File: src/rtl/sprite_pkg.sv
// Shared sprite definitions: keycodes, screen size, motion FSM states and the
// per-axis clamp/wrap helper used by sprite_motion.
package sprite_pkg;

    localparam logic [7:0] KEY_RIGHT = 8'h4F;
    localparam logic [7:0] KEY_LEFT  = 8'h50;
    localparam logic [7:0] KEY_DOWN  = 8'h51;
    localparam logic [7:0] KEY_UP    = 8'h52;
    localparam logic [7:0] KEY_NONE  = 8'h00;

    localparam int SCREEN_W = 640;
    localparam int SCREEN_H = 480;

    typedef enum logic [1:0] {
        IDLE,
        MOVE,
        BLOCKED
    } motion_state_t;

    // Folds a signed candidate coordinate back into [lo, hi]: saturate, or jump
    // to the opposite edge when wrap is set.
    function automatic logic [9:0] bound_axis(input logic signed [10:0] v,
                                              input logic signed [10:0] lo,
                                              input logic signed [10:0] hi,
                                              input logic               wrap);
        logic signed [10:0] r;
        r = v;
        if (v < lo)      r = wrap ? hi : lo;
        else if (v > hi) r = wrap ? lo : hi;
        return r[9:0];
    endfunction

endpackage

File: src/rtl/frame_tick_sync.sv
// Brings the asynchronous vertical-sync pulse into the Clk domain and emits a
// one-cycle tick on each fresh rising edge.
module frame_tick_sync (
    input  logic Clk,
    input  logic Reset_n,
    input  logic frame_clk,
    output logic tick
);

    logic       meta_q;
    logic       sync_q;
    logic       prev_q;
    logic [1:0] vld_q;

    // prev_q starts high and only tracks sync_q once the chain holds real
    // samples, so a frame_clk already high at reset release never ticks.
    // NOTE: non-blocking assignments keep every flop sampling pre-edge values.
    always_ff @(posedge Clk or negedge Reset_n) begin
        if (!Reset_n) begin
            meta_q <= 1'b0;
            sync_q <= 1'b0;
            prev_q <= 1'b1;
            vld_q  <= 2'b00;
        end else begin
            meta_q <= frame_clk;
            sync_q <= meta_q;
            vld_q  <= {vld_q[0], 1'b1};
            prev_q <= vld_q[1] ? sync_q : 1'b1;
        end
    end

    assign tick = sync_q & ~prev_q & vld_q[1];

endmodule

File: src/rtl/sprite_motion.sv
// Sprite position engine: moves one STEP per frame tick on a keycode, reverts on
// collision. Define SPRITE_MOTION_WRAP_EN to wrap at screen edges instead of clamping.
module sprite_motion
    import sprite_pkg::*;
#(
    parameter int STEP    = 1,
    parameter int X_START = 320,
    parameter int Y_START = 240,
    parameter int SIZE    = 4
) (
    input  logic       Clk,
    input  logic       Reset_n,
    input  logic       frame_clk,
    input  logic [7:0] keycode,
    input  logic       collision,
    output logic [9:0] PosX,
    output logic [9:0] PosY,
    output logic       moving,
    output logic       blocked
);

`ifdef SPRITE_MOTION_WRAP_EN
    localparam logic WRAP = 1'b1;
`else
    localparam logic WRAP = 1'b0;
`endif

    localparam logic signed [10:0] STEP_S = 11'(STEP);
    localparam logic signed [10:0] X_LO   = 11'(SIZE);
    localparam logic signed [10:0] X_HI   = 11'(SCREEN_W - 1 - SIZE);
    localparam logic signed [10:0] Y_LO   = 11'(SIZE);
    localparam logic signed [10:0] Y_HI   = 11'(SCREEN_H - 1 - SIZE);

    logic               tick;
    logic [9:0]         pos_x_q, pos_y_q;
    logic [9:0]         last_x_q, last_y_q;
    logic [9:0]         pos_x_d, pos_y_d;
    logic signed [10:0] dx, dy;
    logic               is_motion;
    motion_state_t      state_q;
    logic               moving_q;
    logic               blocked_q;

    frame_tick_sync u_tick (
        .Clk       (Clk),
        .Reset_n   (Reset_n),
        .frame_clk (frame_clk),
        .tick      (tick)
    );

    // NOTE: every combinational output gets a default first so no latch is inferred.
    always_comb begin
        dx        = '0;
        dy        = '0;
        is_motion = 1'b0;
        case (keycode)
            KEY_RIGHT: begin dx =  STEP_S; is_motion = 1'b1; end
            KEY_LEFT:  begin dx = -STEP_S; is_motion = 1'b1; end
            KEY_DOWN:  begin dy =  STEP_S; is_motion = 1'b1; end
            KEY_UP:    begin dy = -STEP_S; is_motion = 1'b1; end
            default:   ;
        endcase
        pos_x_d = bound_axis($signed({1'b0, pos_x_q}) + dx, X_LO, X_HI, WRAP);
        pos_y_d = bound_axis($signed({1'b0, pos_y_q}) + dy, Y_LO, Y_HI, WRAP);
    end

    // Inputs are only looked at in the tick cycle; collision overrides any step.
    always_ff @(posedge Clk or negedge Reset_n) begin
        if (!Reset_n) begin
            pos_x_q   <= 10'(X_START);
            pos_y_q   <= 10'(Y_START);
            last_x_q  <= 10'(X_START);
            last_y_q  <= 10'(Y_START);
            state_q   <= IDLE;
            moving_q  <= 1'b0;
            blocked_q <= 1'b0;
        end else if (tick) begin
            if (collision) begin
                state_q   <= BLOCKED;
                blocked_q <= 1'b1;
                if (state_q != BLOCKED) begin
                    pos_x_q  <= last_x_q;
                    pos_y_q  <= last_y_q;
                    moving_q <= (last_x_q != pos_x_q) || (last_y_q != pos_y_q);
                end else begin
                    moving_q <= 1'b0;
                end
            end else begin
                last_x_q  <= pos_x_q;
                last_y_q  <= pos_y_q;
                pos_x_q   <= pos_x_d;
                pos_y_q   <= pos_y_d;
                moving_q  <= (pos_x_d != pos_x_q) || (pos_y_d != pos_y_q);
                state_q   <= is_motion ? MOVE : IDLE;
                blocked_q <= 1'b0;
            end
        end
    end

    assign PosX    = pos_x_q;
    assign PosY    = pos_y_q;
    assign moving  = moving_q;
    assign blocked = blocked_q;

endmodule

File: config.mk
export PLATFORM = sky130hd
export DESIGN_NAME = sprite_motion
export DESIGN_NICKNAME = d
export VERILOG_FILES = /design/src/rtl/sprite_pkg.sv /design/src/rtl/frame_tick_sync.sv /design/src/rtl/sprite_motion.sv
export SDC_FILE = /design/constraint.sdc
export NUM_CORES = 1
export LEC_CHECK = 0
export CAP_MARGIN = 10
export CORE_MARGIN = 2
export CORE_UTILIZATION = 35
export DETAILED_ROUTE_END_ITERATION = 6
export SLEW_MARGIN = 20
export SYNTH_ARGS = -nofsm -noshare
export SYNTH_HDL_FRONTEND = slang
export SYNTH_SLANG_ARGS = --single-unit
File: constraint.sdc
create_clock -name Clk -period 5.1 [get_ports Clk]
set_input_delay 1.53 -clock Clk [delete_from_list [all_inputs] [get_ports Clk]]
set_output_delay 1.53 -clock Clk [all_outputs]
set_load 0.05 [all_outputs]
**Word level (Yosys, flattened, before mapping)**

Cells that the tools add are included.

- Input port bits: 12
- Flip-flop bits (word level): 49
- Output and inout bits: 22

- Bitwise gates (word level): 4
- Add/subtract/negate cells: 2
- Equality and inequality tests: 10
- Magnitude comparators: 4
- Reductions and logical operators: 5
- Mux-type cells: 17

Operator list:

| cell | count |
|---|---|
| 10-bit 2-to-1 mux | 8 |
| 11-bit one-hot mux with 2 select lines | 2 |
| 10-bit != test | 4 |
| 8-bit by 7-bit == test with 1-bit output, second input constant | 4 |
| 11-bit adder | 2 |
| 11-bit by 4-bit < comparator with 1-bit output, second input constant | 2 |
| 11-bit by 10-bit > comparator with 1-bit output, second input constant | 1 |
| 11-bit > comparator, second input constant | 1 |
| 1-bit 2-to-1 mux | 6 |
| 2-bit AND reduction | 2 |
| 4-bit OR reduction | 1 |
| 1-bit AND | 2 |
| 1-bit logical OR | 2 |
| 2-bit 2-to-1 mux | 1 |
| 2-bit by 1-bit != test with 1-bit output, second input constant | 1 |
| 2-bit != test, second input constant | 1 |
| 1-bit NOT | 2 |

**Logic depth before layout (Yosys ltp)**

- Depth in word-level cells: 9
- Mapped depth: 17

**Cells and area by module**

Synthesis repeated with hierarchy kept, for this count alone.

- Cells, all modules: 552
- Area, all modules: 4400.5 um2

By module, submodules not included:

| module | area an instance (um2) | cells an instance | instances |
|---|---|---|---|
| sprite_motion | 4255.3 | 544 | 1 |
| frame_tick_sync | 145.1 | 8 | 1 |

**Worst setup path before layout**

No wires, ideal clock.

- Path type: in2reg
- Start point: in keycode[3]
- End point: reg moving_q (netlist: moving)
- Stages: 16
- Data arrival time: 5408 ps
- Data required time: 4955 ps
- Slack: -454 ps
- Path through: nor3b_2 nand2_1 nor3_1 ha_1 clkbuf_1 and3_1 a22o_1 or3_1 o21ba_1 buf_2 nor2_1 mux2i_1 and4b_1 nand3_1 a2111oi_2 a41oi_1

- Word-level cells in the longest chain between the ends: 9
- Elaborated cells between the ends (all ways): 20
- Those cells by class: 2 x add/sub; 4 x order compare; 6 x eq/ne; 7 x mux; 1 x reduce/logical

Ends and longest elaborated chain:

| element | RTL line | text |
|---|---|---|
| start: declaration | sprite_motion.sv:14 | `input logic [7:0] keycode,` |
| 8-bit by 7-bit == test with 1-bit output | sprite_motion.sv:56 | `case (keycode)` |
| 11-bit one-hot mux with 2 select lines | sprite_motion.sv:56 |  |
| 11-bit adder (on tied branches) | sprite_motion.sv:63, sprite_motion.sv:64 |  |
| 11-bit > comparator / 11-bit by 10-bit > comparator with 1-bit output (equally long branches) | sprite_pkg.sv:29 | `else if (v > hi) r = wrap ? lo : hi;` |
| 10-bit 2-to-1 mux | sprite_pkg.sv:29 |  |
| 10-bit 2-to-1 mux | sprite_pkg.sv:28 | `if (v < lo) r = wrap ? hi : lo;` |
| 10-bit != test | sprite_motion.sv:93 | `moving_q <= (pos_x_d != pos_x_q) \|\| (pos_y_d != pos_y_q);` |
| 1-bit logical OR * | sprite_motion.sv:93 |  |
| 1-bit 2-to-1 mux * | sprite_motion.sv:78 | `if (collision) begin` |
| end signal: assignment | sprite_motion.sv:84 | `moving_q <= (last_x_q != pos_x_q) \|\| (last_y_q != pos_y_q);` |
| end signal: assignment | sprite_motion.sv:93 |  |
| end: declaration | sprite_motion.sv:41 | `logic moving_q;` |

Every way passes the cells marked *; elsewhere a longest branch is shown, timed or not.
A chain may end at the register's enable or synchronous reset.

**Worst setup path in the final report**

Ends and elaborated chain as after synthesis.

==> impl_metrics.toml <==
[yosys]
postSynthAreaPerCell_um2 = 8.750
synth.distinct_cells = 76
synth_nets = 509
ys_warn_count = 0
async_flop_share = 1.000
synth_edf_count = 0
synth_area_um2 = 4156
ys_ff_latch = 48
ys.flop_type = "dfrtp_1"
synth_cells = 475
yosysSeqAreaShare = 0.2929

[sta]
hold_violations = 0
finClkSkew_ns = 0.008079
rsz0062_at_grt = "no"
setup_viol = 0
holdWs_ns = 0.3533
layout_min_cycle_time_ns = 4.899
timing.fmax_ghz = 0.2041
fin_ws_ns = 0.2006
worst_slew_pin_slew_ns = 0.7176
max_slew_margin = 0.5216
maxSlewViolCount = 0
min_period_over_period = 0.9607

[routing]
viasPerCell = 5.392
dr_wl_met2_mm = 6.178
first_pass_iters = 6
wl_met1_mm = 5.490
dr_total_vias = 4001
top_layer_used = "met4"
post-route-drc-count = 4
wl_met3_um = 283
drt_iter0_drc = 174
detail-route-antenna-nets = 0
drt_wl_total_mm = 12.29
wl_per_cell_um = 16.56

[power]
p_clk_frac = 0.234
internal-power_mw = 0.9939
p_comb_frac = 0.434
irDropWorstVdd_mv = 0.1706
seq_power_share = 0.332
p_sw_mw = 0.5810
power-per-cell-area_nw_per_um2 = 270.9
p_total_mw = 1.575
p_sw_frac = 0.3689
power.leakage_nw = 2.568

[layout]
finish.instance_area_um2 = 5814
nFillCells = 1090
multi_input_comb_area_um2 = 3027
nNetsFinal = 632
final_cell_mix = "buf_4, dfrtp_1, nand2_1, o21ai_0, nor2_1"
drive_above_1_share = 0.3773
syn_to_final_growth_pct = 39.89
diodes = 0
ff_latch_area_um2 = 1217
mostFrequentLayoutCell = "buf_4"
utilization = 0.5049

[grt]
grt.total_usage = 0.1947
grt_max_degree = 49
gr-total-overflow = 0
grt_pass1_wl_mm = 20.27
grt_pass1_vias = 4125
grt_antenna_before_repair = 0

[placed_design]
dp_hpwl_mm = 9.153
routabilityCongestion = 0.8674
dpl_worst_slack_ns = -0.5195
port_buffers = 33
dpl_cell_area_um2 = 5288

[clock_tree]
clock_latency_ns = 0.29
htree_levels = 2
cts-root-buf = "clkbuf_16"
cts_num_sinks = 48
holdBufCountCts = 0
cts_made_buffers = 5
cts_max_path_buffers = 2
cts_tree = "built"
path_clk_slew_ns = 0.06

[outcome]
violations = "DRC"
run_status = "finished, violations left"

[setup_path]
crit_type = "primary input to flop"
cp_max_fo = 4
endpoint_kind = "flop"
r2r_cells = 14
cp.arrival_ns = 5.05
required_ns = 5.26
critPathLaunchType = "primary input"

[worst_hold_path]
hold-path-cell-count = 0
hp-class = "flop to flop"

[floorplanning]
initial_core_util = 0.3609
coreArea_um2 = 11520
die_area_um2 = 12760
die_y_um = 113.0
ios = 34
num_rows = 39
die_w_um = 113.0

[job]
drv_cap = 0
-- registers in the layout (all words and copies together), names as in the netlist --
register       cells
PosX              10
PosY              10
last_x_q          10
last_y_q          10
moving             1
state_q            2
u_tick.meta_q      1
u_tick.prev_q      1
u_tick.sync_q      1
u_tick.vld_q       2
-- critical path, stage by stage --
cell and delay, ns:
buf_2 0.12, nor3b_4 0.24, nand2_2 0.11, buf_6 0.13, nor2_4 0.08, ha_2 0.17
inv_1 0.05, fa_2 0.37, nand2b_4 0.16, a21o_1 0.22, a211oi_2 0.26, nor3b_4 0.09
and4b_2 0.27, buf_4 0.14, a32oi_2 0.25, and4b_1 0.27, nand3_2 0.10, a2111oi_4 0.33
a41oi_2 0.14
-- cell usage after synthesis, types with 3 or more instances --
cell type	n	area share
ha_1	20	0.060
or3_1	3	0.0045
a31oi_1	7	0.011
mux2i_1	4	0.0096
o21a_1	3	0.0054
nor4_1	11	0.017
a21boi_0	5	0.0090
o21ai_0	37	0.045
nand3_1	11	0.013
nor2b_1	6	0.0090
a21oi_1	27	0.033
clkbuf_1	15	0.014
nor3b_1	6	0.011
dfrtp_1	35	0.21
and3_1	3	0.0045
a21o_1	11	0.020
nand2b_1	7	0.011
nor3_1	14	0.017
buf_1	5	0.0045
a211oi_1	12	0.022
nand4_1	3	0.0045
inv_1	14	0.013
xor2_1	17	0.036
or2_2	3	0.0045
xnor2_1	19	0.040
o22ai_1	3	0.0045
buf_2	6	0.0072
nor2_1	29	0.026
o211ai_1	4	0.0072
o211a_1	3	0.0072
nand2_1	38	0.034
mux2_2	25	0.068
o31ai_1	4	0.0072
dfstp_2	13	0.082
-- power by group through the flow --
stage	clock [mW]	sequential (mW)	combinational, mW
after floorplan	0	0.569	0.310
after global placement	0	0.523	0.609
after detailed placement	0	0.525	0.613
after CTS	0.378	0.522	0.657
after global routing	0.396	0.532	0.736
final	0.368	0.523	0.684
-- cell type report --
cell class | instances | share of cell area
well taps | 143 | 0.03077
inverters | 14 | 0.009038
multi-input cells | 384 | 0.5206
clock buffers | 5 | 0.02152
clock inverters | 3 | 0.007317
flip-flops and latches | 48 | 0.2094
repair buffers | 145 | 0.2014
-- path summary, 6_finish.rpt --
path	startpoint	to	slack (ns)
max	keycode[3]	moving$_DFFE_PN0P_	0.20
min	u_tick.meta_q$_DFF_PN0_	u_tick.sync_q$_DFF_PN0_	0.35
max reg2reg	PosY[0]$_DFFE_PN0P_	moving$_DFFE_PN0P_	1.43
min reg2reg	u_tick.meta_q$_DFF_PN0_	u_tick.sync_q$_DFF_PN0_	0.35
max in group asynchronous	Reset_n	PosY[3]$_DFFE_PN0P_	3.44
min in group asynchronous	Reset_n	PosX[4]$_DFFE_PN0P_	1.24
-- layer usage --
metal  global-route usage  vias to the layer above
li1                     -                     2002
met1               0.2463                     1916
met2               0.3490                       60
met3              0.02196                       23
met4              0.06016                        0
met5                    0                        -
-- logic make-up after synthesis --
group,Yosys count,share of synthesized area
adder cells (fa/ha/maj),22,0.06984
AND/OR/NAND/NOR,148,0.1866
AO/OA/AOI/OAI,147,0.2480
buffers and inverters,43,0.04455
flip-flops,48,0.2929
other,1,0.0009022
multiplexers,29,0.07736
XOR/XNOR,37,0.07977
-- repair_timing --
action,in CTS,in global routing
setup buffers,7,7
resized for setup,44,38
cloned,1,0
setup endpoints to repair,3,4
pin swaps,19,25
-- metrics by stage --
| stage | cells | setup TNS, ns |
|---|---|---|
| after floorplan | 475 | 0 |
| after global placement | 720 | -2.011 |
| after detailed placement | 720 | -2.413 |
| after CTS | 736 | 0 |
| after global routing | 742 | 0 |
| final | 742 | 0 |
No activity file was read; power rests on OpenSTA's default activity.
